## src/rtl/priority_scan_encoder.sv

```systemverilog
// Sequential priority encoder: drains a request vector one index per
// output handshake, highest priority first (LSB-first or MSB-first).
//
// Ports:
//   clk_i        rising-edge clock
//   rst_ni       synchronous active-low reset
//   in_valid_i   data_i valid
//   in_ready_o   block can accept a vector (IDLE, not flushing)
//   data_i       WIDTH-bit request vector
//   flush_i      synchronous abort of the current vector
//   out_valid_o  index_o valid (SCAN)
//   out_ready_i  consumer accepts index_o
//   index_o      index of highest-priority remaining set bit
//   last_o       index_o is the final set bit of this vector
//   empty_o      one-cycle pulse after an all-zero vector is accepted
//   busy_o       scan in progress
module priority_scan_encoder #(
    parameter int WIDTH     = 32,
    parameter int IDX_W     = $clog2(WIDTH),
    parameter bit MSB_FIRST = 1'b0
) (
    input  logic             clk_i,
    input  logic             rst_ni,
    input  logic             in_valid_i,
    output logic             in_ready_o,
    input  logic [WIDTH-1:0] data_i,
    input  logic             flush_i,
    output logic             out_valid_o,
    input  logic             out_ready_i,
    output logic [IDX_W-1:0] index_o,
    output logic             last_o,
    output logic             empty_o,
    output logic             busy_o
);

    typedef enum logic {
        IDLE = 1'b0,
        SCAN = 1'b1
    } state_e;

    state_e           state_q;
    state_e           state_d;
    logic [WIDTH-1:0] mask_q;
    logic [WIDTH-1:0] mask_d;
    logic             empty_q;
    logic             empty_d;

    logic [WIDTH-1:0] scan_vec;
    logic [WIDTH-1:0] scan_oh;
    logic [WIDTH-1:0] sel_oh;
    logic [WIDTH-1:0] rest;
    logic [IDX_W-1:0] sel_idx;
    logic             accept;
    logic             deliver;

    // For MSB-first the mask is bit-reversed so that a single
    // lowest-set-bit isolation serves both priority orders.
    always_comb begin
        scan_vec = mask_q;
        if (MSB_FIRST) begin
            for (int i = 0; i < WIDTH; i++) begin
                scan_vec[i] = mask_q[WIDTH-1-i];
            end
        end
    end

    // x & -x keeps only the lowest set bit.
    assign scan_oh = scan_vec & (~scan_vec + WIDTH'(1));

    always_comb begin
        sel_oh = scan_oh;
        if (MSB_FIRST) begin
            for (int i = 0; i < WIDTH; i++) begin
                sel_oh[i] = scan_oh[WIDTH-1-i];
            end
        end
    end

    // One-hot to binary in original bit order; yields 0 on an
    // empty mask so index_o rests at 0 outside SCAN.
    always_comb begin
        sel_idx = '0;
        for (int i = 0; i < WIDTH; i++) begin
            if (sel_oh[i]) begin
                sel_idx = sel_idx | IDX_W'(i);
            end
        end
    end

    assign rest = mask_q & ~sel_oh;

    assign index_o     = sel_idx;
    assign last_o      = (|mask_q) & ~(|rest);
    assign out_valid_o = (state_q == SCAN);
    assign busy_o      = (state_q == SCAN);
    assign empty_o     = empty_q;
    assign in_ready_o  = rst_ni & (state_q == IDLE) & ~flush_i;

    assign accept  = in_valid_i & in_ready_o;
    assign deliver = out_valid_o & out_ready_i;

    always_comb begin
        state_d = state_q;
        mask_d  = mask_q;
        empty_d = 1'b0;
        unique case (state_q)
            IDLE: begin
                if (accept) begin
                    if (|data_i) begin
                        mask_d  = data_i;
                        state_d = SCAN;
                    end else begin
                        empty_d = 1'b1;
                    end
                end
            end
            SCAN: begin
                if (deliver) begin
                    mask_d = rest;
                    if (last_o) begin
                        state_d = IDLE;
                    end
                end
            end
            default: begin
                state_d = IDLE;
                mask_d  = '0;
            end
        endcase
        if (flush_i) begin
            state_d = IDLE;
            mask_d  = '0;
            empty_d = 1'b0;
        end
    end

    always_ff @(posedge clk_i) begin
        if (!rst_ni) begin
            state_q <= IDLE;
            mask_q  <= '0;
            empty_q <= 1'b0;
        end else begin
            state_q <= state_d;
            mask_q  <= mask_d;
            empty_q <= empty_d;
        end
    end

endmodule

```

## config.mk

```make
export PLATFORM = sky130hd
export DESIGN_NAME = priority_scan_encoder
export DESIGN_NICKNAME = d
export VERILOG_FILES = /design/src/rtl/priority_scan_encoder.sv
export SDC_FILE = /design/constraint.sdc
export NUM_CORES = 1
export LEC_CHECK = 0
export ABC_AREA = 0
export ABC_CLOCK_PERIOD_IN_PS = 3900
export CAP_MARGIN = 20
export CORE_UTILIZATION = 30
export CTS_CLUSTER_DIAMETER = 60
export DETAILED_ROUTE_END_ITERATION = 7
export PLACE_DENSITY = 0.56
export SKIP_LAST_GASP = 1
export SLEW_MARGIN = 20
export SYNTH_ARGS = -nofsm -noshare
export SYNTH_HDL_FRONTEND = slang
export SYNTH_SLANG_ARGS = --single-unit
```

## constraint.sdc

```tcl
create_clock -name clk_i -period 3.9 [get_ports clk_i]
set_clock_uncertainty 0.2 [all_clocks]
set_input_delay 0.585 -clock clk_i [delete_from_list [all_inputs] [get_ports clk_i]]
set_output_delay 0.585 -clock clk_i [all_outputs]
set_load 0.02 [all_outputs]
```

# Word level (Yosys, flattened, before mapping)
# Cells that the tools add are included.
# W data, S select, Z words.
[word_totals] register_bits=34 in_bits=37 output_inout_bits=10
[op_classes] addsub=1 eq_ne=4 n_mux=55 bitwise_logic=13 n_reduce_logical=7
[op_table] operator="$mux W32" count=7
[op_table] operator="$reduce_or A32 Y1" count=3
[op_table] operator="$mux W5" count=16
[op_table] operator="$and A32 B32 Y32" count=2
[op_table] operator="$not A32 Y32" count=2
[op_table] operator="$pmux W32 S2" count=1
[op_table] operator="$add A32 B1 Y32 const B" count=1
[op_table] operator="$mux W4" count=8
[op_table] operator="$mux W1" count=16
[op_table] operator="$mux W3" count=4
[op_table] operator="$and A1 B1 Y1" count=5
[op_table] operator="$mux W2" count=2
[op_table] operator="$not A1 Y1" count=4
[op_table] operator="$reduce_and A4 Y1" count=1
[op_table] operator="$ne A3 B2 Y1 const B" count=1
[op_table] operator="$ne A3 B3 Y1 const B" count=1
[op_table] operator="$reduce_and A3 Y1" count=1
[op_table] operator="$reduce_or A3 Y1" count=1
[op_table] operator="$ne A2 B1 Y1 const B" count=1
[op_table] operator="$ne A2 B2 Y1 const B" count=1
[op_table] operator="$pmux W1 S2" count=1
[op_table] operator="$reduce_or A2 Y1" count=1

# Depth between registers and ports, before layout
[depth] word_depth=34 mapped_depth=10 mapped_depth_nobuf=7

# Worst setup path before layout
# No wires, ideal clock.
[synth_timing] kind="reg-to-output" from="register mask_q[0]" to="output port last_o" arrival_time_ns=2.500 required_ns=3.115 path_slack_ns=0.615 path_stages_with_launch=10 path_buffers=3 cell_sequence="dfxtp_1 > buf_6 > or4_1 > buf_2 > nor4_4 > nand2_2 > buf_6 > o41a_1 > nor4_1 > o2111a_2"
[synth_between] elab_chain_cells=8
[synth_lines] item="start: declaration" line_no="43" text="logic [WIDTH-1:0] mask_q;"
[synth_lines] item="start signal: assignment" line_no="144" text="mask_q <= mask_d;"
[synth_lines] item="$not A32 Y32" line_no="68" text="assign scan_oh = scan_vec & (~scan_vec + WIDTH'(1));"
[synth_lines] item="$add A32 B1 Y32" line_no="68"
[synth_lines] item="$and A32 B32 Y32" line_no="68"
[synth_lines] item="$not A32 Y32" line_no="90" text="assign rest = mask_q & ~sel_oh;"
[synth_lines] item="$and A32 B32 Y32" line_no="90"
[synth_lines] item="$reduce_or A32 Y1" line_no="93" text="assign last_o = (|mask_q) & ~(|rest);"
[synth_lines] item="$not A1 Y1" line_no="93"
[synth_lines] item="$and A1 B1 Y1 (*)" line_no="93"
[synth_lines] item="end: declaration" line_no="31" text="output logic last_o,"
# Mark *: on every way between the ends. The rest lies on a longest branch, timed or not.

# Worst setup path in the final report
[layout_timing] from="register mask_q[6]" to="output port index_o[4]"
[layout_between] elab_chain_cells=19
[layout_lines] item="$not A32 Y32 (*)" line_no="68"
[layout_lines] item="$add A32 B1 Y32 (*)" line_no="68"
[layout_lines] item="$and A32 B32 Y32 (*)" line_no="68"
[layout_lines] item="$mux W5 (15 in a row)" line_no="84" text="if (sel_oh[i]) begin"
[layout_lines] item="$mux W5 (*)" line_no="84"
[layout_lines] item="end: declaration" line_no="30" text="output logic [IDX_W-1:0] index_o,"
# Marks and branches as above.

==> flow_summary.ini <==
[clock_tree]
cts_buffers = 5
clockBufferDepth = 2
clk-insertion-delay-late_ps = 280
cts_root_buffer = clkbuf_8
h-tree-depth = 2
clk_pin_slew_ps = 70
cts_sinks = 34
cts_tree = built

[synth]
synth-seq-area-share_pct = 28.00
synth_flop_cell = dfxtp_1
yosys_warnings = 0
async_flop_share_pct = 0
netlist-cell-type-count = 54
synth_fp_nets = 376
ys_ff_latch = 34
synth_area_um2 = 2431
synth-edff-count = 0
synthCells = 339
syn-mean-instance-area_um2 = 7.171

[critical_path]
cp-start-kind = register
criticalPathCategory = register to primary output
required_ps = 3120
worst-path-max-fanout = 8
cp-end-kind = primary output
arrival_ps = 2890

[grt]
grt_pass1_vias = 2778
overflow = 0
grt_first_pass_wirelength_um = 13860
grt_max_degree = 36
grt_use_total_pct = 20.44
antenna_found_initial = 0

[routing]
routed_via_density = 5.668
ant_nets = 0
drc = 0
wire_per_inst_um = 16.74
num_vias = 2834
initialDrtViolationCount = 274
wl_um = 8368
dr.pass1.iters = 4

[power_and_ir_drop]
p_per_area_nw_per_um2 = 287.6
total_power_mw = 0.9443
p_leak_nw = 1.312
peakVddDrop_mv = 0.1574

[timing]
drv_slew = 0
fin_crit_sh_pct = 94.14
max_slew_margin_pct = 63.05
period_needed_ps = 3672
final-setup-viol-count = 0
hold_viol = 0
clock.fmax_ghz = 0.2724
worst_pin_slew_ps = 549.2

[hold_path]
hp-class = register to register

[floorplan]
core_area_um2 = 7767
die_h_um = 92.02
ios = 47
die_area_um2 = 8468
die_w_um = 92.02
rows = 32
initial_core_util_pct = 31.30

[layout]
final_nets = 434
antenna_cells = 0
final_util_pct = 42.27
area_growth_pct = 35.05
nFillCells = 827
drive_gt1_share_pct = 14.57

[placement]
port_buffers = 46
dp_hpwl_um = 6122
place_congestion = 0.9482

[flow_run]
max-cap-violations = 0

[outcome]
status = complete, no violations
[layout make-up]
type	count	area [um2]	share of cell area (%)
timing repair buffer	79	708.2	21.57
multi-input combinational	271	1634	49.77
tap	102	127.6	3.887
inverter	6	22.52	0.6860
sequential	34	680.7	20.73
clock buffer	8	110.1	3.354
[per-stage QoR]
stage	worst slack, ps	TNS, ps	hold slack, ps	area [um2]	std cells
floorplan	615.4	0	288.1	2431	339
global placement	162.6	0	343.9	3139	492
detailed placement	127.4	0	344.2	3139	492
CTS	11.76	0	360.3	3261	500
global route	-3.957	-3.957	387.8	3283	500
finish	228.4	0	359.8	3283	500
[kinds of logic (layout without fill, tap and decap cells)]
kind of cell,Yosys count,after routing,synth area share [%]
fa+ha+maj,1,1,0.4118
flops,34,34,28.00
compound gates,129,129,34.84
simple gates,141,141,30.26
buf+inv,34,93,6.485
[layer usage]
| metal | track usage (%) | wire (um) | vias to the layer above |
|---|---|---|---|
| met4 | 5.859 | 94 | 0 |
| met3 | 3.068 | 334 | 8 |
| li1 | - | - | 1395 |
| met5 | 0 | 0 | - |
| met1 | 28.02 | 4027 | 1358 |
| met2 | 33.08 | 3912 | 73 |
[path summary, 6_finish.rpt]
| kind | from | slack (ps) | endpoint | depth (start not counted) |
|---|---|---|---|---|
| worst max-delay path | mask_q[6] | 230 | index_o[4] | 9 |
| worst min-delay path | mask_q[25] | 360 | mask_q[25] | 2 |
| worst min register to register | mask_q[25] | 360 | mask_q[25] | 2 |
| worst max register to register | mask_q[6] | 1070 | busy_o | 8 |
[state kept, by name, indices dropped and copies added (netlist names)]
register	cells
empty_o	1
busy_o	1
mask_q	32
[placed cells by master, fill, tap and decap left out, types with 2 or more instances in the layout]
cell | Yosys | layout
nand3_1 | 7 | 7
nor4_1 | 18 | 15
dlymetal6s2s_1 | 0 | 3
or2_2 | 4 | 4
nand4_1 | 3 | 3
a211oi_1 | 2 | 2
clkbuf_8 | 0 | 8
dfxtp_1 | 34 | 34
a21boi_0 | 2 | 2
a2bb2oi_1 | 2 | 2
or4_4 | 1 | 2
o211ai_1 | 3 | 3
a21o_1 | 12 | 12
nor3b_1 | 2 | 2
a221oi_1 | 2 | 2
a2111oi_0 | 2 | 2
and2_1 | 2 | 2
nor3_1 | 10 | 9
or3_1 | 6 | 6
a22oi_1 | 12 | 12
o21ai_0 | 26 | 26
o22ai_1 | 4 | 3
a21oi_2 | 0 | 2
a21oi_1 | 34 | 32
nand2b_1 | 2 | 2
nand2_1 | 31 | 31
o21a_1 | 9 | 9
inv_1 | 6 | 6
dlygate4sd2_1 | 0 | 2
and4_1 | 2 | 2
o31a_1 | 2 | 2
or4_1 | 4 | 3
nor2b_1 | 7 | 7
o31ai_1 | 5 | 5
buf_4 | 1 | 33
nor4_2 | 0 | 3
clkdlybuf4s50_1 | 0 | 40
nor2_1 | 36 | 36
[critical path, cell delays in order (launching register included)]
cell           delay [ps]
dfxtp_1               320
or4_4                 550
nor4_4                250
buf_4                 200
nand2_2               110
or2_2                 350
nor3_2                210
nor2_1                110
o2111ai_1             130
dlygate4sd2_1         370
[what timing repair did]
action                     CTS  global route
setup endpoints to repair    6             4
setup buffers                0             0
hold buffers                 0             0
gates resized for setup      6             8
[power breakdown]
| part | internal [mW] | switching [mW] | total, mW |
|---|---|---|---|
| sequential | 0.352 | 0.00546 | 0.357 |
| combinational | 0.123 | 0.149 | 0.272 |
| clock | 0.179 | 0.136 | 0.315 |
| total | 0.654 | 0.291 | 0.944 |
[Yosys cell counts, types with 3 or more instances]
cell,instances,area (um2)
buf_6,3,33.78
nor3_1,10,50.05
inv_1,6,22.52
or3_1,6,37.54
or4_1,4,30.03
o21a_1,9,67.56
buf_2,3,15.01
nor4_1,18,112.6
o21ai_0,26,130.1
nor2_1,36,135.1
nand3_1,7,35.03
o211ai_1,3,22.52
a22oi_1,12,90.09
or2_2,4,25.02
nand2_1,31,116.4
a21oi_1,34,170.2
o22ai_1,4,25.02
nand4_1,3,18.77
dfxtp_1,34,680.7
nor2b_1,7,43.79
clkbuf_1,21,78.83
a21o_1,12,90.09
o31ai_1,5,37.54
Note: power is estimated with default switching activity, not from simulation.
